===== config.mk =====
export PLATFORM = sky130hd
export DESIGN_NAME = k005297_bootsync_flat
export DESIGN_NICKNAME = d
export VERILOG_FILES = /design/src/rtl/k005297_bootsync_if.sv /design/src/rtl/k005297_bootsync.sv /design/src/flat_wrapper.sv
export SDC_FILE = /design/constraint.sdc
export NUM_CORES = 1
export LEC_CHECK = 0
export CAP_MARGIN = 10
export CORE_MARGIN = 2
export CORE_UTILIZATION = 46
export DETAILED_ROUTE_END_ITERATION = 16
export GPL_ROUTABILITY_DRIVEN = 0
export PLACE_DENSITY_LB_ADDON = 0.15
export SYNTH_ARGS = -nofsm -noshare
export SYNTH_HDL_FRONTEND = slang
export SYNTH_SLANG_ARGS = --single-unit

===== constraint.sdc =====
create_clock -name i_MCLK -period 2.7 [get_ports i_MCLK]
set_input_delay 0.81 -clock i_MCLK [delete_from_list [all_inputs] [get_ports i_MCLK]]
set_output_delay 0.81 -clock i_MCLK [all_outputs]
set_load 0.05 [all_outputs]

===== src/rtl/k005297_bootsync_if.sv =====
// ---------------------------------------------------------------------------
// k005297_bootsync_if
//
// Bundles the qualifier, mode and data inputs of the bootloop sync detector
// together with its status outputs. The master modport belongs to whatever
// feeds the detector (the bubble controller datapath or a bench). The slave
// modport belongs to the detector itself.
//
// Signals:
//   i_CLK2M_PCEN_n       active-low clock enable; state only advances on enabled edges
//   i_BMODE_n            bootloader mode, active low
//   i_BDI                serial bubble data in
//   i_BIT_STB_n          active-low bit-valid qualifier for i_BDI
//   o_SYNCED_FLAG_SET_n  active-low one-enable-period pulse on lock
//   o_PAGE_STB_n         active-low one-enable-period pulse per page while locked
//   o_SYNC_ERR_n         active-low sticky hunt-timeout error
//   o_STATE              debug state code
// ---------------------------------------------------------------------------
interface k005297_bootsync_if;
  logic       i_CLK2M_PCEN_n;
  logic       i_BMODE_n;
  logic       i_BDI;
  logic       i_BIT_STB_n;
  logic       o_SYNCED_FLAG_SET_n;
  logic       o_PAGE_STB_n;
  logic       o_SYNC_ERR_n;
  logic [2:0] o_STATE;

  modport master (
    output i_CLK2M_PCEN_n, i_BMODE_n, i_BDI, i_BIT_STB_n,
    input  o_SYNCED_FLAG_SET_n, o_PAGE_STB_n, o_SYNC_ERR_n, o_STATE
  );

  modport slave (
    input  i_CLK2M_PCEN_n, i_BMODE_n, i_BDI, i_BIT_STB_n,
    output o_SYNCED_FLAG_SET_n, o_PAGE_STB_n, o_SYNC_ERR_n, o_STATE
  );
endinterface


===== src/rtl/k005297_bootsync.sv =====
// ---------------------------------------------------------------------------
// k005297_bootsync
//
// Bootloop sync-pattern detector. While bootloader mode is active it hunts
// the serial data-in stream for SYNC_PATTERN. It then confirms the word on
// CONFIRM_CNT further page-aligned positions. On the confirming bit it
// raises a one-enable-period active-low request that the access-mode flag
// stage uses to switch the address latch source to user. Once locked it
// marks every page start.
//
// Optional feature (compile-time macro K005297_BOOTSYNC_TIMEOUT_EN):
//   defined   - HUNT gives up after TIMEOUT_BITS accepted bits and parks in
//               FAIL with a sticky o_SYNC_ERR_n until mode exit.
//   undefined - no hunt counter and no FAIL state. HUNT runs indefinitely
//               and o_SYNC_ERR_n is tied high.
//
// Ports:
//   i_MCLK       master clock
//   i_SYS_RST_n  asynchronous active-low reset
//   bus          k005297_bootsync_if.slave (enable, mode, data, strobe in;
//                lock pulse, page strobe, error, state code out)
// ---------------------------------------------------------------------------
module k005297_bootsync #(
  parameter logic [15:0] SYNC_PATTERN = 16'hF0E1,
  parameter int unsigned PAGE_BITS    = 160,
  parameter int unsigned CONFIRM_CNT  = 2,
  parameter int unsigned TIMEOUT_BITS = 4096
) (
  input  logic              i_MCLK,
  input  logic              i_SYS_RST_n,
  k005297_bootsync_if.slave bus
);

  typedef enum logic [2:0] {
    ST_IDLE   = 3'd0,
    ST_HUNT   = 3'd1,
    ST_VERIFY = 3'd2,
    ST_LOCKED = 3'd3,
    ST_FAIL   = 3'd4
  } state_e;

  localparam logic [9:0] PAGE_LAST   = 10'(PAGE_BITS - 1);
  localparam logic [2:0] CONF_TARGET = 3'(CONFIRM_CNT);

  state_e      state_q, state_d;
  // The oldest bit of the 16-bit window is never needed after a shift. Only
  // the 15 most recent bits are kept, and the window is {sr_q, i_BDI}.
  logic [14:0] sr_q, sr_d;
  logic [9:0]  bit_cnt_q, bit_cnt_d;
  logic [2:0]  conf_cnt_q, conf_cnt_d;
  logic        flag_n_q, flag_n_d;
  logic        page_n_q, page_n_d;
`ifdef K005297_BOOTSYNC_TIMEOUT_EN
  localparam logic [12:0] TIMEOUT_LIM = 13'(TIMEOUT_BITS);
  logic [12:0] hunt_cnt_q, hunt_cnt_d, hunt_inc;
  logic        err_n_q, err_n_d;
`endif

  logic        en;
  logic        bit_acc;
  logic        match;
  logic [15:0] window;
  logic [2:0]  conf_inc;

  assign en       = ~bus.i_CLK2M_PCEN_n;
  assign bit_acc  = en & ~bus.i_BIT_STB_n;
  assign window   = {sr_q, bus.i_BDI};
  assign match    = (window == SYNC_PATTERN);
  assign conf_inc = conf_cnt_q + 3'd1;
`ifdef K005297_BOOTSYNC_TIMEOUT_EN
  // Saturating increment: the hunt counter must never wrap back to zero.
  assign hunt_inc = (hunt_cnt_q == '1) ? hunt_cnt_q : hunt_cnt_q + 13'd1;
`endif

  always_comb begin
    // NOTE: every variable written here gets a default first, so no path through the block can infer a latch.
    state_d    = state_q;
    sr_d       = sr_q;
    bit_cnt_d  = bit_cnt_q;
    conf_cnt_d = conf_cnt_q;
    flag_n_d   = flag_n_q;
    page_n_d   = page_n_q;
`ifdef K005297_BOOTSYNC_TIMEOUT_EN
    hunt_cnt_d = hunt_cnt_q;
    err_n_d    = err_n_q;
`endif

    if (en) begin
      // Pulses last exactly one enable period: released on the next enabled
      // edge whether or not a bit is accepted there.
      flag_n_d = 1'b1;
      page_n_d = 1'b1;

      if (bus.i_BMODE_n) begin
        // Mode exit overrides any match or timeout on the same edge.
        state_d    = ST_IDLE;
        sr_d       = '0;
        bit_cnt_d  = '0;
        conf_cnt_d = '0;
`ifdef K005297_BOOTSYNC_TIMEOUT_EN
        hunt_cnt_d = '0;
        err_n_d    = 1'b1;
`endif
      end else begin
        case (state_q)
          ST_IDLE: begin
            state_d    = ST_HUNT;
            bit_cnt_d  = '0;
            conf_cnt_d = '0;
`ifdef K005297_BOOTSYNC_TIMEOUT_EN
            hunt_cnt_d = '0;
`endif
          end

          ST_HUNT: begin
            if (bit_acc) begin
              sr_d = window[14:0];
`ifdef K005297_BOOTSYNC_TIMEOUT_EN
              hunt_cnt_d = hunt_inc;
`endif
              if (match) begin
                state_d    = ST_VERIFY;
                bit_cnt_d  = '0;
                conf_cnt_d = '0;
              end
`ifdef K005297_BOOTSYNC_TIMEOUT_EN
              // A match on the timeout bit is taken first (branch above).
              else if (hunt_inc >= TIMEOUT_LIM) begin
                state_d = ST_FAIL;
                err_n_d = 1'b0;
              end
`endif
            end
          end

          ST_VERIFY: begin
            if (bit_acc) begin
              sr_d = window[14:0];
              if (bit_cnt_q == PAGE_LAST) begin
                bit_cnt_d = '0;
                if (match) begin
                  conf_cnt_d = conf_inc;
                  if (conf_inc == CONF_TARGET) begin
                    state_d  = ST_LOCKED;
                    flag_n_d = 1'b0;
                  end
                end else begin
                  // The shift register is kept, so a new hunt can hit
                  // within fewer than 16 bits.
                  state_d = ST_HUNT;
`ifdef K005297_BOOTSYNC_TIMEOUT_EN
                  hunt_cnt_d = '0;
`endif
                end
              end else begin
                bit_cnt_d = bit_cnt_q + 10'd1;
              end
            end
          end

          ST_LOCKED: begin
            if (bit_acc) begin
              sr_d = window[14:0];
              if (bit_cnt_q == PAGE_LAST) begin
                bit_cnt_d = '0;
                page_n_d  = 1'b0;
              end else begin
                bit_cnt_d = bit_cnt_q + 10'd1;
              end
            end
          end

`ifdef K005297_BOOTSYNC_TIMEOUT_EN
          ST_FAIL: begin
            // Parked until mode exit; the error stays asserted.
          end
`endif

          default: state_d = ST_IDLE;
        endcase
      end
    end
  end

  // NOTE: sequential state uses non-blocking assignments so every register samples the same pre-edge values.
  always_ff @(posedge i_MCLK or negedge i_SYS_RST_n) begin
    if (!i_SYS_RST_n) begin
      state_q    <= ST_IDLE;
      sr_q       <= '0;
      bit_cnt_q  <= '0;
      conf_cnt_q <= '0;
      flag_n_q   <= 1'b1;
      page_n_q   <= 1'b1;
`ifdef K005297_BOOTSYNC_TIMEOUT_EN
      hunt_cnt_q <= '0;
      err_n_q    <= 1'b1;
`endif
    end else begin
      state_q    <= state_d;
      sr_q       <= sr_d;
      bit_cnt_q  <= bit_cnt_d;
      conf_cnt_q <= conf_cnt_d;
      flag_n_q   <= flag_n_d;
      page_n_q   <= page_n_d;
`ifdef K005297_BOOTSYNC_TIMEOUT_EN
      hunt_cnt_q <= hunt_cnt_d;
      err_n_q    <= err_n_d;
`endif
    end
  end

  assign bus.o_STATE             = state_q;
  assign bus.o_SYNCED_FLAG_SET_n = flag_n_q;
  assign bus.o_PAGE_STB_n        = page_n_q;
`ifdef K005297_BOOTSYNC_TIMEOUT_EN
  assign bus.o_SYNC_ERR_n        = err_n_q;
`else
  assign bus.o_SYNC_ERR_n        = 1'b1;
`endif

endmodule


===== src/flat_wrapper.sv =====
// flat-port wrapper written by rule: the top's interface ports become plain ports
module k005297_bootsync_flat 
#(
  parameter logic [15:0] SYNC_PATTERN = 16'hF0E1,
  parameter int unsigned PAGE_BITS    = 160,
  parameter int unsigned CONFIRM_CNT  = 2,
  parameter int unsigned TIMEOUT_BITS = 4096
)
  (i_MCLK, i_SYS_RST_n, bus_i_CLK2M_PCEN_n, bus_i_BMODE_n, bus_i_BDI, bus_i_BIT_STB_n, bus_o_SYNCED_FLAG_SET_n, bus_o_PAGE_STB_n, bus_o_SYNC_ERR_n, bus_o_STATE);
  k005297_bootsync_if bus_i ();
  input  logic i_MCLK;
  input  logic i_SYS_RST_n;
  input wire logic [$bits(bus_i.i_CLK2M_PCEN_n)-1:0] bus_i_CLK2M_PCEN_n;
  input wire logic [$bits(bus_i.i_BMODE_n)-1:0] bus_i_BMODE_n;
  input wire logic [$bits(bus_i.i_BDI)-1:0] bus_i_BDI;
  input wire logic [$bits(bus_i.i_BIT_STB_n)-1:0] bus_i_BIT_STB_n;
  output wire logic [$bits(bus_i.o_SYNCED_FLAG_SET_n)-1:0] bus_o_SYNCED_FLAG_SET_n;
  output wire logic [$bits(bus_i.o_PAGE_STB_n)-1:0] bus_o_PAGE_STB_n;
  output wire logic [$bits(bus_i.o_SYNC_ERR_n)-1:0] bus_o_SYNC_ERR_n;
  output wire logic [$bits(bus_i.o_STATE)-1:0] bus_o_STATE;
  assign bus_i.i_CLK2M_PCEN_n = bus_i_CLK2M_PCEN_n;
  assign bus_i.i_BMODE_n = bus_i_BMODE_n;
  assign bus_i.i_BDI = bus_i_BDI;
  assign bus_i.i_BIT_STB_n = bus_i_BIT_STB_n;
  assign bus_o_SYNCED_FLAG_SET_n = bus_i.o_SYNCED_FLAG_SET_n;
  assign bus_o_PAGE_STB_n = bus_i.o_PAGE_STB_n;
  assign bus_o_SYNC_ERR_n = bus_i.o_SYNC_ERR_n;
  assign bus_o_STATE = bus_i.o_STATE;
  k005297_bootsync #(.SYNC_PATTERN(SYNC_PATTERN), .PAGE_BITS(PAGE_BITS), .CONFIRM_CNT(CONFIRM_CNT), .TIMEOUT_BITS(TIMEOUT_BITS)) u_core (.i_MCLK(i_MCLK), .i_SYS_RST_n(i_SYS_RST_n), .bus(bus_i));
endmodule

Word-level counts from Yosys, hierarchy flattened
Index checks and enable logic that the tools add are counted.
Cells by class
  add/sub/neg operators: 2
  eq/ne operators: 14
  muxes and demuxes: 34
  bitwise operators: 3
  reductions and logical operators: 11
Operator list (count)
  2-to-1 mux 10 bit: 5
  2-to-1 mux 15 bit: 3
  2-to-1 mux 3 bit: 13
  one-hot mux 10 bit (3 select lines): 1
  equality test 16 bit, second input constant: 1
  inequality test 3 x 2 -> 1 bit, second input constant: 5
  AND reduction 7 bit: 2
  one-hot mux 3 bit (4 select lines): 1
  adder 10 x 1 -> 10 bit, second input constant: 1
  equality test 10 x 8 -> 1 bit, second input constant: 1
  2-to-1 mux 1 bit: 10
  equality test 3 x 2 -> 1 bit, second input constant: 3
  one-hot mux 3 bit (3 select lines): 1
  nonzero test 4 bit: 2
  AND reduction 5 bit: 1
  inequality test 4 bit, second input constant: 1
  nonzero test 2 bit: 2
  adder 3 x 1 -> 3 bit, second input constant: 1
  equality test 3 x 1 -> 1 bit, second input constant: 1
  logical NOT 3 bit: 1
  inequality test 3 x 1 -> 1 bit, second input constant: 1
  AND reduction 3 bit: 1
  OR reduction 3 bit: 1
  inequality test 2 bit, second input constant: 1
  other kinds (3): 4
Storage, ports and cells
  bits in registers: 33
  bits of input ports: 6
  output and inout port bits: 6
  word-level logic and storage cells: 70

Logic depth before layout (Yosys ltp)
  word-level depth: 8
  gate-level depth with buffers: 8
  gate-level depth less buffers: 7

Least setup slack after synthesis
No wires, ideal clock.
  path type: input-to-reg
  from: input bus_i_BDI
  to: register u_core.conf_cnt_q[2]
  setup time: 0.126 ns
  arrival: 2.486 ns
  required time: 2.574 ns
  slack: 0.088 ns
  stages: 5
  buffers on the path: 0
  cell sequence: or4bb_1 -> nor4_4 -> a211oi_1 -> or3_1 -> a221o_1
On the way
  longest elaborated chain between the ends: 3
  elaborated cells between the ends (all ways): 4
  classes of those cells: 3 x eq/ne; 1 x reduce/logical
Ends and longest elaborated chain
  start: declaration: line flat_wrapper.sv:15  | input wire logic [$bits(bus_i.i_BDI)-1:0] bus_i_BDI;
  equality test 16 bit *: line k005297_bootsync.sv:68  | assign match = (window == SYNC_PATTERN);
  inequality test 3 x 2 -> 1 bit (no source line)
  AND reduction 7 bit (no source line) *
  end signal: assignment: line k005297_bootsync.sv:202  | conf_cnt_q <= conf_cnt_d;
  end: declaration: line k005297_bootsync.sv:50  | logic [2:0] conf_cnt_q, conf_cnt_d;
Mark *: on every way between the ends. The rest lies on a longest branch, timed or not.
A chain may end at the register's enable or synchronous reset.

Final worst setup path
  from: input bus_i_BDI
  to: register u_core.bit_cnt_q[3]
On the way
  longest elaborated chain between the ends: 3
Ends and longest elaborated chain
  equality test 16 bit: line k005297_bootsync.sv:68
  inequality test 3 x 2 -> 1 bit (no source line)
  AND reduction 5 bit (no source line)
  end signal: assignment: line k005297_bootsync.sv:201  | bit_cnt_q <= bit_cnt_d;
  end: declaration: line k005297_bootsync.sv:49  | logic [9:0] bit_cnt_q, bit_cnt_d;
Every way passes these cells.

==> impl_metrics.prom <==
# TYPE chip_impl_metric gauge
chip_impl_info{name="outcome",value="complete, no violations"} 1
chip_impl_metric{name="synth_edf_count",unit=""} 0
chip_impl_metric{name="grt_pass1_wl",unit="µm"} 6450
chip_impl_metric{name="number_of_antenna_violations_at_the_first_check_in_global_routing",unit=""} 0
chip_impl_metric{name="power.density_cell_area",unit="nW/µm²"} 637
chip_impl_metric{name="synth-seq-cells",unit=""} 32
chip_impl_metric{name="grt_usage",unit="%"} 19.2
chip_impl_metric{name="port-buffer-count",unit=""} 9
chip_impl_info{name="cts_tree",value="built"} 1
chip_impl_metric{name="cts-root-to-sink-buffers",unit=""} 2
chip_impl_metric{name="dieHeight",unit="µm"} 66.3
chip_impl_metric{name="htree_num_levels",unit=""} 2
chip_impl_info{name="synth_top_flop_cell",value="sky130_fd_sc_hd__dfrtp_1"} 1
chip_impl_metric{name="synth.cell_area",unit="µm²"} 1790
chip_impl_metric{name="wire_per_inst",unit="µm"} 16.0
chip_impl_metric{name="clock.fmax",unit="MHz"} 400
chip_impl_metric{name="vias",unit=""} 1462
chip_impl_metric{name="top_level_ports",unit=""} 12
chip_impl_metric{name="final.setup_skew",unit="ns"} 0.0111
chip_impl_metric{name="worst_hold_slack",unit="ns"} 0.486
chip_impl_metric{name="maxCapViolations",unit=""} 0
chip_impl_info{name="cp-end-kind",value="flip-flop"} 1
chip_impl_metric{name="yosysWarningCount",unit=""} 0
chip_impl_metric{name="final_min_period_over_clock_period",unit="%"} 92.6
chip_impl_metric{name="ant_nets",unit=""} 0
chip_impl_metric{name="max_slew_margin",unit="%"} 30.4
chip_impl_info{name="yosysTopAreaCell",value="sky130_fd_sc_hd__dfrtp_1"} 1
chip_impl_metric{name="syn-mean-instance-area",unit="µm²"} 10.3
chip_impl_info{name="ys_top_cells_by_count",value="30 x sky130_fd_sc_hd__dfrtp_1, 16 x sky130_fd_sc_hd__a22o_1, 15 x sky130_fd_sc_hd__o31ai_1"} 1
chip_impl_metric{name="finalWirelength",unit="µm"} 3800
chip_impl_metric{name="number_of_instances_in_the_synthesized_netlist",unit=""} 173
chip_impl_metric{name="synth_async_sr_flop_share",unit="%"} 100
chip_impl_metric{name="placed_cell_count",unit=""} 229
chip_impl_metric{name="worst-path-max-fanout",unit=""} 8
chip_impl_info{name="kind_of_path_behind_the_tightest_hold_check",value="reg2reg"} 1
chip_impl_metric{name="final-max-slew-violation-count",unit=""} 0
chip_impl_metric{name="clk_latency",unit="ns"} 0.28
chip_impl_metric{name="finalPower",unit="mW"} 1.32
chip_impl_metric{name="fraction_of_final_layout_cells_with_drive_strength_greater_than_1",unit="%"} 15.9
chip_impl_metric{name="synth_cell_type_count",unit=""} 46
chip_impl_metric{name="crit_path_dat",unit="ns"} 2.67
chip_impl_metric{name="total_leakage_power",unit="nW"} 0.918
chip_impl_metric{name="dp.final_hpwl",unit="µm"} 2630
chip_impl_metric{name="numCtsBuffers",unit=""} 5
chip_impl_metric{name="critical_path_required",unit="ns"} 2.87
chip_impl_metric{name="fin_nets",unit=""} 202
chip_impl_metric{name="start_util",unit="%"} 48.4
chip_impl_metric{name="finalNonFillerCells",unit=""} 237
chip_impl_metric{name="max-vdd-ir-drop",unit="mV"} 0.394
chip_impl_info{name="setup_repair_after_global_routing_missed_its_margin",value="false"} 1
chip_impl_info{name="yosys.cell_count.top_type",value="sky130_fd_sc_hd__dfrtp_1"} 1
chip_impl_metric{name="clock_sinks",unit=""} 32
chip_impl_metric{name="grt_max_degree",unit=""} 33
chip_impl_info{name="worst_setup_path_start_kind",value="primary input"} 1
chip_impl_metric{name="final-setup-viol-count",unit=""} 0
chip_impl_metric{name="min_period",unit="ns"} 2.50
chip_impl_metric{name="transition_time_at_the_pin_with_the_least_slew_margin",unit="ns"} 1.04
chip_impl_metric{name="seq_area_frac_synth",unit="%"} 45.0
chip_impl_metric{name="std_cell_rows",unit=""} 22
chip_impl_info{name="cts_root_buffer",value="sky130_fd_sc_hd__clkbuf_8"} 1
chip_impl_metric{name="fp.dieArea",unit="µm²"} 4400
chip_impl_metric{name="detailedRoute.firstIterationViolations",unit=""} 162
chip_impl_metric{name="vias_per_cell",unit=""} 6.17
chip_impl_info{name="critical_path_class",value="in2reg"} 1
chip_impl_metric{name="drt_drc_violations_left",unit=""} 0
chip_impl_metric{name="gr-total-overflow",unit=""} 0
chip_impl_info{name="synth.top_cells.by_area",value="sky130_fd_sc_hd__dfrtp_1 42%, sky130_fd_sc_hd__a22o_1 7.8%, sky130_fd_sc_hd__o31ai_1 6.3%"} 1
chip_impl_metric{name="synth_top_area_share",unit="%"} 42.0
chip_impl_metric{name="syn-num-nets",unit=""} 187
chip_impl_metric{name="insertedDiodeCount",unit=""} 0
chip_impl_metric{name="grt_pass1_vias",unit=""} 1398
chip_impl_metric{name="totalNegativeSetupSlack",unit="ns"} 0
chip_impl_metric{name="die_width",unit="µm"} 66.3
chip_impl_metric{name="flow.area_growth_from_synthesis",unit="%"} 16.1
chip_impl_metric{name="post_cts_hold_buffer_count",unit=""} 0
chip_impl_metric{name="final_report_hold_violation_count",unit=""} 0
chip_impl_metric{name="fp.coreArea",unit="µm²"} 3690
chip_impl_metric{name="detail_route.first_pass.iterations",unit=""} 4
chip_impl_metric{name="clkTransAtPathRegs",unit="ns"} 0.07
stage by stage:
step / setup slack [ns] / instance area (µm²) / utilization (%)
6_report: 0.199 / 2070 / 56.2
5_1_grt: 0.132 / 2070 / 56.2
4_1_cts: 0.234 / 2070 / 56.2
3_5_place_dp: -0.442 / 1970 / 53.4
3_3_place_gp: -0.379 / 1970 / 53.4
2_1_floorplan: 0.0880 / 1790 / -
cells by family (layout without fill, tap and decap cells):
family                     after synthesis  count (layout)  share of synthesized area (%)
buffers and inverters                   19              35                           4.48
adders and majority gates                8               8                           5.60
and+or+nand+nor                         51              51                           17.1
xor gates and xnor gates                 1               1                          0.490
other                                    2               2                          0.420
DFF                                     32              32                           45.0
AOI/OAI and AO/OA                       60              60                           27.0
critical path, cell delays in order:
cell and delay, ns:
sky130_fd_sc_hd__dlygate4sd2_1 0.21, sky130_fd_sc_hd__or4bb_4 0.49, sky130_fd_sc_hd__o41ai_2 0.32, sky130_fd_sc_hd__a31oi_1 0.15
sky130_fd_sc_hd__or3_4 0.45, sky130_fd_sc_hd__o31ai_1 0.24
metal layers:
layer	up-vias	track usage (%)	wire length [µm]
met5	-	0	0
met4	0	5.61	32
met3	4	5.62	201
met2	48	29.4	1750
met1	717	26.3	1820
li1	693	-	-
power by group:
group	internal [mW]	total [mW]	leakage, nW	switching, mW
sequential	0.500	0.528	0.438	0.0284
clock	0.207	0.382	0.0445	0.175
combinational	0.149	0.410	0.435	0.261
total	0.856	1.32	0.918	0.464
sequential cells by signal, summed over array words and instances, names as in the netlist:
name and flops:
u_core.bit_cnt_q 10, u_core.bus.o_STATE 2, u_core.bus.o_SYNCED_FLAG_SET_n 1, u_core.sr_q 15
u_core.bus.o_PAGE_STB_n 1, u_core.conf_cnt_q 3
placed cells by master (no fill, tap or decap), types with 8 or more instances in the layout:
cell type,instances
sky130_fd_sc_hd__dfrtp_1,30
sky130_fd_sc_hd__a22o_1,16
sky130_fd_sc_hd__inv_1,8
sky130_fd_sc_hd__clkdlybuf4s50_1,8
sky130_fd_sc_hd__o31ai_1,14
sky130_fd_sc_hd__ha_1,8
sky130_fd_sc_hd__buf_4,10
sky130_fd_sc_hd__nand3_1,8
sky130_fd_sc_hd__nor2_1,9
layout make-up:
class                   count  area, µm²
clock inverters             1       7.51
repair buffers             19        164
clock buffers               7       86.3
well taps                  48       60.1
multi-input cells         122        923
flip-flops and latches     32        803
fillers                   334       1610
inverters                   8       30.0
what timing repair did:
| action | 4_1_cts | 5_1_grt |
|---|---|---|
| setup buffers | 0 | 0 |
| gates resized for setup | 4 | 0 |
| endpoints found under the setup margin | 7 | 0 |
path summary, 6_finish.rpt:
kind	start	cells after the start	slack (ns)	endpoint
worst max register to register	u_core.bit_cnt_q[6]	5	0.39	u_core.conf_cnt_q[2]
worst max-delay path	bus_i_BDI	6	0.20	u_core.bit_cnt_q[3]
min in group asynchronous	i_SYS_RST_n	2	0.93	u_core.sr_q[0]
max in group asynchronous	i_SYS_RST_n	2	1.45	u_core.bus.o_PAGE_STB_n
worst min-delay path	u_core.bus.o_SYNCED_FLAG_SET_n	2	0.49	u_core.bus.o_SYNCED_FLAG_SET_n
worst min register to register	u_core.bus.o_SYNCED_FLAG_SET_n	2	0.49	u_core.bus.o_SYNCED_FLAG_SET_n
Note: power is estimated with default switching activity, not from simulation.
